==> src/rtl/im_loader.sv <==
// -----------------------------------------------------------------------------
// im_loader
//
// Boot-time instruction-memory loader. After an accepted start it receives
// a stream of program bytes, packs them little-endian into 32-bit words,
// writes each word to consecutive instruction-memory addresses starting at 0,
// and then checks one trailing checksum byte against the XOR of all data
// bytes. The fetch stage is only allowed to run (fetch_en) once a load has
// finished with a matching checksum.
//
// Ports
//   clk         : single clock, rising edge
//   rst_n       : asynchronous active-low reset
//   start       : one-cycle load request, honoured only in IDLE or DONE
//   word_count  : words to load, sampled with an accepted start (0 = 2^ADDR_W)
//   byte_valid  : source presents byte_data
//   byte_data   : serial program byte
//   byte_ready  : loader accepts a byte this cycle (RECV and CHECK only)
//   IM_Wr_En    : one-cycle instruction-memory write strobe
//   IM_Wr_Addr  : word address of the write
//   IM_Wr_Data  : assembled instruction word
//   busy        : a load is in progress
//   done        : the last load has completed (level)
//   err         : checksum mismatch on the last load
//   fetch_en    : fetch stage may drive PC_Write / IR_Write
// -----------------------------------------------------------------------------
module im_loader #(
    parameter int ADDR_W = 6
) (
    input  logic              clk,
    input  logic              rst_n,
    input  logic              start,
    input  logic [ADDR_W:0]   word_count,
    input  logic              byte_valid,
    input  logic [7:0]        byte_data,
    output logic              byte_ready,
    output logic              IM_Wr_En,
    output logic [ADDR_W-1:0] IM_Wr_Addr,
    output logic [31:0]       IM_Wr_Data,
    output logic              busy,
    output logic              done,
    output logic              err,
    output logic              fetch_en
);

    typedef enum logic [2:0] {
        IDLE  = 3'd0,
        RECV  = 3'd1,
        WRITE = 3'd2,
        CHECK = 3'd3,
        DONE  = 3'd4
    } state_t;

    // A count of zero stands for a full memory image.
    localparam logic [ADDR_W:0] FULL_COUNT = {1'b1, {ADDR_W{1'b0}}};
    localparam logic [ADDR_W:0] ONE_COUNT  = {{ADDR_W{1'b0}}, 1'b1};

    state_t            state;
    state_t            state_next;

    logic [ADDR_W-1:0] addr;        // address of the word being assembled
    logic [ADDR_W:0]   remaining;   // words still to be written, incl. current
    logic [1:0]        byte_idx;    // position of the next byte within the word
    logic [23:0]       word_low;    // first three bytes of the current word
    logic [7:0]        csum;        // running XOR of all data bytes
    logic              err_q;
    logic [ADDR_W-1:0] wr_addr_q;
    logic [31:0]       wr_data_q;

    logic              xfer;
    logic              start_ok;

    // byte_ready depends only on state, so a transfer needs no extra gating.
    assign xfer     = byte_valid && byte_ready;
    assign start_ok = start && ((state == IDLE) || (state == DONE));

    // -------------------------------------------------------------------------
    // State register
    // -------------------------------------------------------------------------
    always_ff @(posedge clk or negedge rst_n) begin
        if (!rst_n) begin
            state <= IDLE;
        end else begin
            state <= state_next;
        end
    end

    // -------------------------------------------------------------------------
    // Next-state and state-decoded outputs
    // -------------------------------------------------------------------------
    always_comb begin
        state_next = state;
        byte_ready = 1'b0;
        IM_Wr_En   = 1'b0;
        busy       = 1'b0;
        done       = 1'b0;
        fetch_en   = 1'b0;

        unique case (state)
            IDLE: begin
                if (start_ok) begin
                    state_next = RECV;
                end
            end

            RECV: begin
                byte_ready = 1'b1;
                busy       = 1'b1;
                if (xfer && (byte_idx == 2'd3)) begin
                    state_next = WRITE;
                end
            end

            WRITE: begin
                IM_Wr_En = 1'b1;
                busy     = 1'b1;
                // remaining still includes the word being written here.
                if (remaining == ONE_COUNT) begin
                    state_next = CHECK;
                end else begin
                    state_next = RECV;
                end
            end

            CHECK: begin
                byte_ready = 1'b1;
                busy       = 1'b1;
                if (xfer) begin
                    state_next = DONE;
                end
            end

            DONE: begin
                done     = 1'b1;
                fetch_en = !err_q;
                if (start_ok) begin
                    state_next = RECV;
                end
            end

            default: begin
                state_next = IDLE;
            end
        endcase
    end

    // -------------------------------------------------------------------------
    // Load bookkeeping: address, word count, byte index, checksum, error flag
    // -------------------------------------------------------------------------
    always_ff @(posedge clk or negedge rst_n) begin
        if (!rst_n) begin
            addr      <= '0;
            remaining <= '0;
            byte_idx  <= 2'd0;
            word_low  <= 24'd0;
            csum      <= 8'd0;
            err_q     <= 1'b0;
        end else begin
            if (start_ok) begin
                addr      <= '0;
                remaining <= (word_count == '0) ? FULL_COUNT : word_count;
                byte_idx  <= 2'd0;
                csum      <= 8'd0;
                err_q     <= 1'b0;
            end

            if ((state == RECV) && xfer) begin
                csum     <= csum ^ byte_data;
                byte_idx <= byte_idx + 2'd1;  // wraps to 0 after the 4th byte
                case (byte_idx)
                    2'd0:    word_low[7:0]   <= byte_data;
                    2'd1:    word_low[15:8]  <= byte_data;
                    2'd2:    word_low[23:16] <= byte_data;
                    default: ;
                endcase
            end

            if (state == WRITE) begin
                addr      <= addr + 1'b1;     // wraps modulo 2^ADDR_W
                remaining <= remaining - ONE_COUNT;
            end

            if ((state == CHECK) && xfer) begin
                err_q <= (byte_data != csum);
            end
        end
    end

    // -------------------------------------------------------------------------
    // Write port registers. They load only when the 4th byte arrives, so the
    // memory sees a stable address/data everywhere outside the write strobe.
    // -------------------------------------------------------------------------
    always_ff @(posedge clk or negedge rst_n) begin
        if (!rst_n) begin
            wr_addr_q <= '0;
            wr_data_q <= 32'd0;
        end else if ((state == RECV) && xfer && (byte_idx == 2'd3)) begin
            wr_addr_q <= addr;
            wr_data_q <= {byte_data, word_low};
        end
    end

    assign IM_Wr_Addr = wr_addr_q;
    assign IM_Wr_Data = wr_data_q;
    assign err        = err_q;

endmodule

==> config.mk <==
export PLATFORM = sky130hd
export DESIGN_NAME = im_loader
export DESIGN_NICKNAME = d
export VERILOG_FILES = /design/src/rtl/im_loader.sv
export SDC_FILE = /design/constraint.sdc
export NUM_CORES = 1
export LEC_CHECK = 0
export ABC_AREA = 1
export BUFFER_PORTS_ARGS = -buffer_cell sky130_fd_sc_hd__buf_2
export CORE_MARGIN = 2
export CORE_UTILIZATION = 30
export CTS_BUF_LIST = sky130_fd_sc_hd__clkbuf_8
export DETAILED_ROUTE_END_ITERATION = 10
export GPL_TIMING_DRIVEN = 0
export PLACE_DENSITY = 0.48
export SETUP_SLACK_MARGIN = 0.02
export SLEW_MARGIN = 25
export SYNTH_ARGS = -nofsm -noshare
export SYNTH_HDL_FRONTEND = slang
export SYNTH_SLANG_ARGS = --single-unit
==> constraint.sdc <==
create_clock -name clk -period 1.82 [get_ports clk]
set_clock_uncertainty 0.15 [all_clocks]
set_input_delay 0.364 -clock clk [delete_from_list [all_inputs] [get_ports clk]]
set_output_delay 0.364 -clock clk [all_outputs]
set_load 0.005 [all_outputs]
==> results of run 1 <==
registers in the layout, indices dropped and copies added, names as in the netlist:
name	flops
IM_Wr_Data	32
err	1
addr	6
word_low	24
state	3
remaining	7
byte_idx	2
csum	8
IM_Wr_Addr	6
metrics by stage:
| stage | utilization | instance area (um2) | setup WS (ps) |
|---|---|---|---|
| floorplan | - | 3910 | 344 |
| global placement | 0.350 | 4440 | -656 |
| detailed placement | 0.353 | 4470 | -65.7 |
| CTS | 0.378 | 4790 | -17.7 |
| global route | 0.399 | 5050 | -56.6 |
| finish | 0.399 | 5050 | 38.2 |
cells in the mapped netlist (2+ instances only):
library cell	instances
nand2_1	154
o22ai_1	8
dfrtp_1	89
o21ai_2	8
nand3_1	38
buf_6	7
o21ai_0	36
ha_1	7
o211ai_1	4
a21oi_1	6
clkbuf_1	2
nor2_1	20
nand4_1	3
inv_1	41
buf_2	5
o21ai_1	5
power groups by stage:
stage	sequential, mW	clock [mW]	combinational (mW)
floorplan	3.09	0	1.50
global placement	3.13	0	2.24
detailed placement	3.16	0	2.30
CTS	3.12	1.68	2.43
global route	3.22	1.74	3.08
finish	3.12	1.64	2.66
routing by layer:
metal,GRT usage,routed length [um]
met1,0.196,4600
met2,0.236,4620
met3,0.0304,396
met4,0.0565,174
met5,0,0
what timing repair did:
item	in CTS	in global routing
pin swaps	4	2
setup endpoints to repair	4	72
cloned	0	4
setup buffers	5	11
hold endpoints to repair	25	0
hold buffers	1	0
resized for setup	9	31
cells by family (layout without fill, tap and decap cells):
logic type	Yosys count	after routing	share of synthesized area
AO/OA/AOI/OAI	69	69	0.103
adder cells (fa/ha/maj)	7	7	0.0224
buffers and inverters	58	157	0.0720
flip-flops	89	89	0.569
AND/OR/NAND/NOR	220	221	0.234
final cells by class:
type                       instances  area (um2)
inverter                          43         166
fill                            1306        7620
clock buffer                       9         124
timing repair buffer              83         559
multi-input combinational        297        1470
clock inverter                     7         119
sequential                        89        2230
tap                              172         215
buffer                            15         173
worst max-delay path, delay by kind of cell (launching register included):
family | cells | cell delay [ps]
buffers and inverters | 2 | 210
DFF | 1 | 450
and+or+nand+nor | 2 | 250
layout by cell type (no fill, tap or decap), drive strengths merged:
| cell | netlist | routed |
|---|---|---|
| inv | 42 | 43 |
| a21oi | 6 | 6 |
| bufinv | 0 | 3 |
| clkbuf | 2 | 15 |
| clkinv | 1 | 2 |
| nand3 | 39 | 39 |
| nand2 | 155 | 156 |
| ha | 7 | 7 |
| nand4 | 3 | 3 |
| clkinvlp | 0 | 2 |
| dfrtp | 89 | 89 |
| o21ai | 49 | 49 |
| nand3b | 1 | 1 |
| o21bai | 1 | 1 |
| nor3 | 1 | 1 |
| o22ai | 8 | 8 |
| o211ai | 4 | 4 |
| o221ai | 1 | 1 |
| buf | 13 | 91 |
| nor2 | 21 | 21 |
| dlygate4sd3 | 0 | 1 |
path summary, 6_finish.rpt:
path                               start              to  slack (ps)  depth (start not counted)
setup / recovery                state[1]        fetch_en          40                          4
hold / removal             word_count[1]    remaining[1]          70                          3
setup reg to reg                state[0]  IM_Wr_Data[29]         120                         10
hold reg to reg            IM_Wr_Data[7]   IM_Wr_Data[7]         320                          2
max in group asynchronous          rst_n        state[1]         640                          3
min in group asynchronous          rst_n   IM_Wr_Data[4]         270                          2
==> metrics.yaml, run 1 <==
placement:
  io_buffers: 62
  place_inst: 678
  hpwl_um: 6740
  place.gp.congestion: 0.777
timing:
  setup_violations: 0
  hold_ws_ps: 69.5
  fin_crit_sh: 0.979
  rsz0062_at_grt: "yes"
  maxSlewHeadroom: 0.720
  hold_viol_final: 0
  period_minus_slack_ps: 1780
  clock.fmax_mhz: 561
  final_max_slew_viol_count: 0
  setup-tns-final_ps: 0
  worst-slew-pin-transition_ps: 420
clocking:
  clock-sinks: 89
  clk_latency_ps: 370
  cts_root_buf: "clkbuf_8"
  cts_tree: "done"
  clockBufferDepth: 2
  cts_htree_levels: 3
  cts_made_buffers: 9
  path_clk_slew_ps: 90
status:
  status: "complete, no violations"
synth:
  synth_flop_cell: "dfrtp_1"
  postSynth.asyncResetShare: 1.00
  synth_seq_cells: 89
  yosysTopAreaCell: "dfrtp_1"
  synth_area_mm2: 0.00391
  synthTopCellsByArea: "dfrtp_1, nand2_1, nand3_1, o21ai_0, inv_1"
  ys_seq_area_frac: 0.569
  synth_top_area_frac: 0.569
  avgSynthCellArea_um2: 8.83
  ys.warnings.count: 0
  ys_types: 26
  synth_edf_count: 0
  synthCells: 443
  synthesis.nets: 469
routing:
  routedWlPerCell_um: 13.7
  routed_wl_um: 9790
  vias: 3196
  vias_per_cell: 4.47
  firstDrtPassIters: 4
  drtAntennaViolNets: 0
  drt_iter0_markers: 207
  drc: 0
worst_setup_path:
  cp.required_ps: 1310
  slowest_delay_ps: 450
  arrival_ps: 1270
  worstPathMaxFanout: 3
  critPathCaptureType: "primary output"
  path_class: "flip-flop to primary output"
  crit_slowest_cell: "dfrtp_2"
  cp_cell_sequence: "nor2_2, inv_1, nor3_2, buf_2"
  cp-start-kind: "flip-flop"
global_route:
  grt_pass1_vias: 3237
  grt_pass1_wl_um: 16300
  grt_remaining_overflow: 0
  antenna_found_initial: 0
  grt.total_usage: 0.147
  grt_max_degree: 65
floorplan:
  start_util: 0.309
  die_area_mm2: 0.0140
  die_h_um: 118
  chipWidth_um: 118
  core-area_mm2: 0.0127
  pin_count: 63
  rows: 41
pwr:
  p_leak_nw: 2.68
  p_sw_frac: 0.360
  combinationalPowerShare: 0.358
  intPower_mw: 4.75
  pwr-share-clk: 0.221
  ir_drop_uv: 497
  p_switching_mw: 2.67
  seq_power_share: 0.421
  total_power_mw: 7.42
  power_density_mw_per_mm2: 1470
layout:
  antenna_cells: 0
  fin_nets: 564
  drive_above_1_share: 0.260
  final_cells: 715
  area_growth_pct: 29.1
flow_run:
  maxCapViolCount: 0
min_path:
  min_path_type: "primary input to flip-flop"
(Power assumes the default switching activity.)
==> run 2, diff against run 1 <==
--- a/config.mk
+++ b/config.mk
@@ -6,7 +6,7 @@
 export NUM_CORES = 1
 export LEC_CHECK = 0
 export ABC_AREA = 1
-export BUFFER_PORTS_ARGS = -buffer_cell sky130_fd_sc_hd__buf_2
+export BUFFER_PORTS_ARGS = -buffer_cell sky130_fd_sc_hd__buf_4
 export CORE_MARGIN = 2
 export CORE_UTILIZATION = 30
 export CTS_BUF_LIST = sky130_fd_sc_hd__clkbuf_8
==> run 2 against run 1 <==
  * Sequential share of layout area fell by 0.21 points
  * Non-clock buffer count decreased by 7
  * Count of clock-buffer cells in the layout rose by 2
  * Total power fell by 2.7%
  * Highest routed layer unchanged
  * Routed wire length down 2.3%
  * Combinational power up 6%
  * Via count decreased by 0.47%
==> metrics.yaml, run 2 (synthesis results as in run 1) <==
status:
  status: "complete, no violations"  # unchanged
worst_setup_path:
  cp-start-kind: "flip-flop"  # unchanged
  slowest_delay_ps: 430  # was 450 ps
  worstPathMaxFanout: 10  # was 3
  reg2reg_depth: 10  # unchanged
  cp.required_ps: 1920  # was 1310 ps
  arrival_ps: 1910  # was 1270 ps
  cp_cell_sequence: "inv_2, buf_6, nor2_4, nand3_4, clkinv_4, buf_12, nand2_8, buf_8, nand2_1, o21ai_1"  # was nor2_2, inv_1, nor3_2, buf_2
  path_class: "flip-flop to flip-flop"  # was flip-flop to primary output
  crit_slowest_cell: "dfrtp_1"  # was dfrtp_2
  critPathCaptureType: "flip-flop"  # was primary output
floorplan:
  rows: 41  # unchanged
  chipWidth_um: 118  # unchanged
  die_h_um: 118  # unchanged
  pin_count: 63  # unchanged
  core-area_mm2: 0.0127  # unchanged
  die_area_mm2: 0.0140  # unchanged
  start_util: 0.309  # unchanged
global_route:
  grt.total_usage: 0.144  # was 0.147
  grt_max_degree: 90  # was 65
  antenna_found_initial: 0  # unchanged
  grt_pass1_vias: 3092  # was 3237
  grt_pass1_wl_um: 15800  # was 16300 um
  grt_remaining_overflow: 0  # unchanged
clocking:
  cts_made_buffers: 9  # unchanged
  cts_htree_levels: 3  # unchanged
  clock-sinks: 89  # unchanged
  path_clk_slew_ps: 80  # was 90 ps
  cts_root_buf: "clkbuf_8"  # unchanged
  clockBufferDepth: 2  # unchanged
  cts_tree: "done"  # unchanged
  clk_latency_ps: 360  # was 370 ps
routing:
  vias: 3181  # was 3196
  drt_iter0_markers: 152  # was 207
  routed_wl_um: 9560  # was 9790 um
  firstDrtPassIters: 4  # unchanged
  drc: 0  # unchanged
  routedWlPerCell_um: 13.5  # was 13.7 um
  vias_per_cell: 4.50  # was 4.47
  drtAntennaViolNets: 0  # unchanged
timing:
  rsz0062_at_grt: "yes"  # unchanged
  setup_violations: 0  # unchanged
  clock.fmax_mhz: 552  # was 561 MHz
  final_max_slew_viol_count: 0  # unchanged
  period_minus_slack_ps: 1810  # was 1780 ps
  fin_crit_sh: 0.996  # was 0.979
  maxSlewHeadroom: 0.450  # was 0.720
  worst-slew-pin-transition_ps: 825  # was 420 ps
  setup-tns-final_ps: 0  # unchanged
  hold_viol_final: 0  # unchanged
  worst_slack_ps: 7.03  # was 38.2 ps
layout:
  antenna_cells: 0  # unchanged
  multi_input_area_mm2: 0.00152  # was 0.00147 mm2
  layout_common_cells: "nand2_1, dfrtp_1, buf_4, inv_1, nand3_1"  # was nand2_1, dfrtp_1, buf_2, inv_1, nand3_1
  drive_above_1_share: 0.271  # was 0.260
  final_common_cell: "nand2_1"  # unchanged
  final_util: 0.401  # was 0.399
  fin_nets: 556  # was 564
  fill_cells: 1329  # was 1306
  largest_reg_flops: 32  # unchanged
  area_growth_pct: 29.7  # was 29.1%
  seq_area_mm2: 0.00223  # unchanged
  final_cells: 707  # was 715
placement:
  place.gp.congestion: 0.773  # was 0.777
  hpwl_um: 6500  # was 6740 um
  post-place-ws_ps: -39.5  # was -65.7 ps
  place_inst: 677  # was 678
  io_buffers: 62  # unchanged
pwr:
  total_power_mw: 7.22  # was 7.42 mW
  ir_drop_uv: 526  # was 497 uV
  p_leak_nw: 2.61  # was 2.68 nW
  power_density_mw_per_mm2: 1420  # was 1470 mW/mm2
min_path:
  min_path_type: "primary input to flip-flop"  # unchanged
  min_path_cells: 3  # unchanged
flow_run:
  maxCapViolCount: 0  # unchanged
==> run 2: cell count changes in the layout (fill, tap and decap cells not counted), sizes merged <==
cell      previous run  this run
buf                 91        87
bufinv               3         0
clkbuf              15        14
clkinv               2         4
clkinvlp             2         0
inv                 43        44
nand2              156       155
==> run 2: final timing paths <==
check | end | start | slack, ps
min in group asynchronous | IM_Wr_Data[22] | rst_n | 500
setup reg to reg | IM_Wr_Data[31] | state[0] | 7
hold reg to reg | IM_Wr_Data[5] | IM_Wr_Data[5] | 330
setup / recovery | IM_Wr_Data[31] | state[0] | 7
max in group asynchronous | state[1] | rst_n | 410
hold / removal | remaining[1] | word_count[1] | 80
==> run 2: worst max-delay path, delay by kind of cell, from the launching register on <==
kind | cells | cell delay, ps
flip-flops | 1 | 430
buffers and inverters | 5 | 610
AND/OR/NAND/NOR | 4 | 440
AO/OA/AOI/OAI | 1 | 50
==> run 2: routing by layer <==
layer  track usage  routed length (um)  vias to the layer above
met2         0.215                4390                       55
li1              -                   -                     1603
met3        0.0285                 319                       14
met5             0                   0                        -
met1         0.201                4660                     1509
met4        0.0678                 199                        0
==> run 2: area by class of cell <==
cell class,count,share of cell area
buffer,14,0.0308
clock buffer,11,0.0298
sequential,89,0.439
timing repair buffer,77,0.121
tap,172,0.0424
inverter,43,0.0328
multi-input combinational,296,0.300
clock inverter,5,0.00444
==> run 2: per-stage QoR <==
step,instance area (um2),hold WS [ps]
CTS,4880,63.8
global placement,4590,309
detailed placement,4600,310
finish,5070,80.5
floorplan,3910,-81.6
global route,5070,90.4
==> run 2: where the power goes <==
group	total, mW	switching [mW]	internal [mW]
registers	3.16	0.471	2.69
logic	2.82	1.50	1.31
clock network	1.24	0.687	0.555
==> run 2: what timing repair did <==
item                                    in CTS  in global routing
gates resized for setup                     17                 46
gates cloned                                 0                  1
pin swaps                                    2                  2
hold buffers                                 1                  0
endpoints found under the hold margin       89                  0
buffers inserted                             5                  8
endpoints found under the setup margin       4                 69
==> run 3, diff against run 2 <==
--- a/config.mk
+++ b/config.mk
@@ -14,7 +14,6 @@
 export GPL_TIMING_DRIVEN = 0
 export PLACE_DENSITY = 0.48
 export SETUP_SLACK_MARGIN = 0.02
-export SLEW_MARGIN = 25
 export SYNTH_ARGS = -nofsm -noshare
 export SYNTH_HDL_FRONTEND = slang
 export SYNTH_SLANG_ARGS = --single-unit
==> constraint.sdc (replaced) <==
create_clock -name clk -period 1.82 [get_ports clk]
set_clock_uncertainty 0.15 [all_clocks]
set_input_delay 0.182 -clock clk [delete_from_list [all_inputs] [get_ports clk]]
set_output_delay 0.182 -clock clk [all_outputs]
set_load 0.005 [all_outputs]
==> run 3 against run 2 <==
  * Cell count up 0.99%
  * Non-clock buffer count rose by 7
  * Utilization is 0.55 points lower
  * Total power decreased by 3.6%
  * Critical endpoint is now IM_Wr_En
==> metrics.yaml, run 3 (synthesis results as in run 1) <==
status:
  status: "complete, no violations"  # unchanged
global_route:
  grt_remaining_overflow: 0  # unchanged
  antenna_found_initial: 0  # unchanged
  grt_max_degree: 90  # unchanged
  grt_pass1_vias: 3115  # was 3092
  grt_pass1_wl_um: 15700  # was 15800 um
  grt.total_usage: 0.143  # was 0.144
placement:
  place.gp.congestion: 0.773  # unchanged
  place_inst: 677  # unchanged
  dpl-instance-area_mm2: 0.00459  # was 0.00460 mm2
  io_buffers: 62  # unchanged
  hpwl_um: 6490  # was 6500 um
  post-place-ws_ps: 15.5  # was -39.5 ps
clocking:
  cts_made_buffers: 9  # unchanged
  cts_root_buf: "clkbuf_8"  # unchanged
  path_clk_slew_ps: 80  # about the same
  cts_htree_levels: 3  # unchanged
  clk_latency_ps: 370  # was 360 ps
  cts_tree: "done"  # unchanged
  clock-sinks: 89  # unchanged
  clockBufferDepth: 2  # unchanged
pwr:
  total_power_mw: 6.96  # was 7.22 mW
  p_leak_nw: 2.61  # about the same
  ir_drop_uv: 544  # was 526 uV
  power_density_mw_per_mm2: 1390  # was 1420 mW/mm2
layout:
  layout_common_cells: "nand2_1, dfrtp_1, buf_4, inv_1, nand3_1"  # unchanged
  area_growth_pct: 27.9  # was 29.7%
  design_area_mm2: 0.00500  # was 0.00507 mm2
  final_util: 0.395  # was 0.401
  final_common_cell: "nand2_1"  # unchanged
  fin_nets: 563  # was 556
  drive_above_1_share: 0.212  # was 0.271
  largest_reg_flops: 32  # unchanged
  final_cells: 714  # was 707
  antenna_cells: 0  # unchanged
timing:
  period_minus_slack_ps: 1710  # was 1810 ps
  fin_crit_sh: 0.942  # was 0.996
  clock.fmax_mhz: 583  # was 552 MHz
  maxSlewHeadroom: 0.227  # was 0.450
  rsz0062_at_grt: "yes"  # unchanged
  final_max_slew_viol_count: 0  # unchanged
  worst-slew-pin-transition_ps: 1160  # was 825 ps
  worst_slack_ps: 106  # was 7.03 ps
  setup_violations: 0  # unchanged
  hold_viol_final: 0  # unchanged
routing:
  routed_wl_um: 9440  # was 9560 um
  drtAntennaViolNets: 0  # unchanged
  firstDrtPassIters: 4  # unchanged
  drt_iter0_markers: 145  # was 152
  routedWlPerCell_um: 13.2  # was 13.5 um
  vias: 3167  # was 3181
  drc: 0  # unchanged
  vias_per_cell: 4.44  # was 4.50
flow_run:
  maxCapViolCount: 0  # unchanged
worst_setup_path:
  r2r_slack_ps: 120  # was 7 ps
  cp-start-kind: "flip-flop"  # unchanged
  cp.required_ps: 1490  # was 1920 ps
  worstPathMaxFanout: 10  # unchanged
  critPathCaptureType: "primary output"  # was flip-flop
  arrival_ps: 1380  # was 1910 ps
  path_class: "flip-flop to primary output"  # was flip-flop to flip-flop
min_path:
  min_path_type: "primary input to flip-flop"  # unchanged
floorplan:
  rows: 41  # unchanged
  chipWidth_um: 118  # unchanged
  pin_count: 63  # unchanged
  start_util: 0.309  # unchanged
  die_area_mm2: 0.0140  # unchanged
  die_h_um: 118  # unchanged
  core-area_mm2: 0.0127  # unchanged
==> run 3: changes by cell type in the layout (fill, tap and decap cells not counted), sizes merged <==
cell	delta
buf	-7
dlygate4sd3	+15
clkbuf	-1
==> run 3: where the power goes <==
group	internal [mW]	switching [mW]	total, mW	leakage (nW)
logic	1.16	1.41	2.57	1.34
registers	2.69	0.456	3.15	1.16
clock network	0.555	0.685	1.24	0.101
total	4.41	2.55	6.96	2.61
==> run 3: worst paths after layout <==
kind / from / to / depth (start not counted)
setup / recovery: state[0] / IM_Wr_En / 5
hold / removal: word_count[6] / remaining[6] / 5
setup reg to reg: state[0] / IM_Wr_Data[2] / 9
hold reg to reg: IM_Wr_Data[6] / IM_Wr_Data[6] / 2
max in group asynchronous: rst_n / state[2] / 2
min in group asynchronous: rst_n / IM_Wr_Data[22] / 2
==> run 3: through the flow <==
step | TNS (ps) | hold slack (ps)
after floorplan | 0 | -264
after global placement | -13.7 | 264
after detailed placement | 0 | 266
after CTS | 0 | 26.7
after global routing | -12.1 | 113
final | 0 | 57.7
==> run 3: layout make-up <==
cell class,instances,area (um2)
clock inverter,5,22.5
inverter,43,165
buffer,15,130
timing repair buffer,83,663
sequential,89,2230
clock buffer,11,151
multi-input combinational,296,1430
tap,172,215
fill,1350,7670
==> run 3: worst max-delay path, stage by stage, from the launching register on <==
cell,delay (ps)
dfrtp_1,420
inv_2,130
nand3_4,120
inv_2,90
buf_6,140
buf_4,120
==> run 3: what timing repair did <==
| action | 4_1_cts | 5_1_grt |
|---|---|---|
| endpoints found under the hold margin | 106 | 0 |
| buffers inserted | 0 | 5 |
| pin swaps | 0 | 2 |
| endpoints found under the setup margin | 3 | 36 |
| hold buffers | 16 | 0 |
| gates resized for setup | 7 | 9 |
==> run 3: per-layer routing <==
| layer | vias up | track usage | routed length (um) |
|---|---|---|---|
| met3 | 18 | 0.0367 | 378 |
| met4 | 0 | 0.0625 | 228 |
| met5 | - | 0 | 0 |
| li1 | 1620 | - | - |
| met1 | 1464 | 0.196 | 4600 |
| met2 | 65 | 0.213 | 4230 |
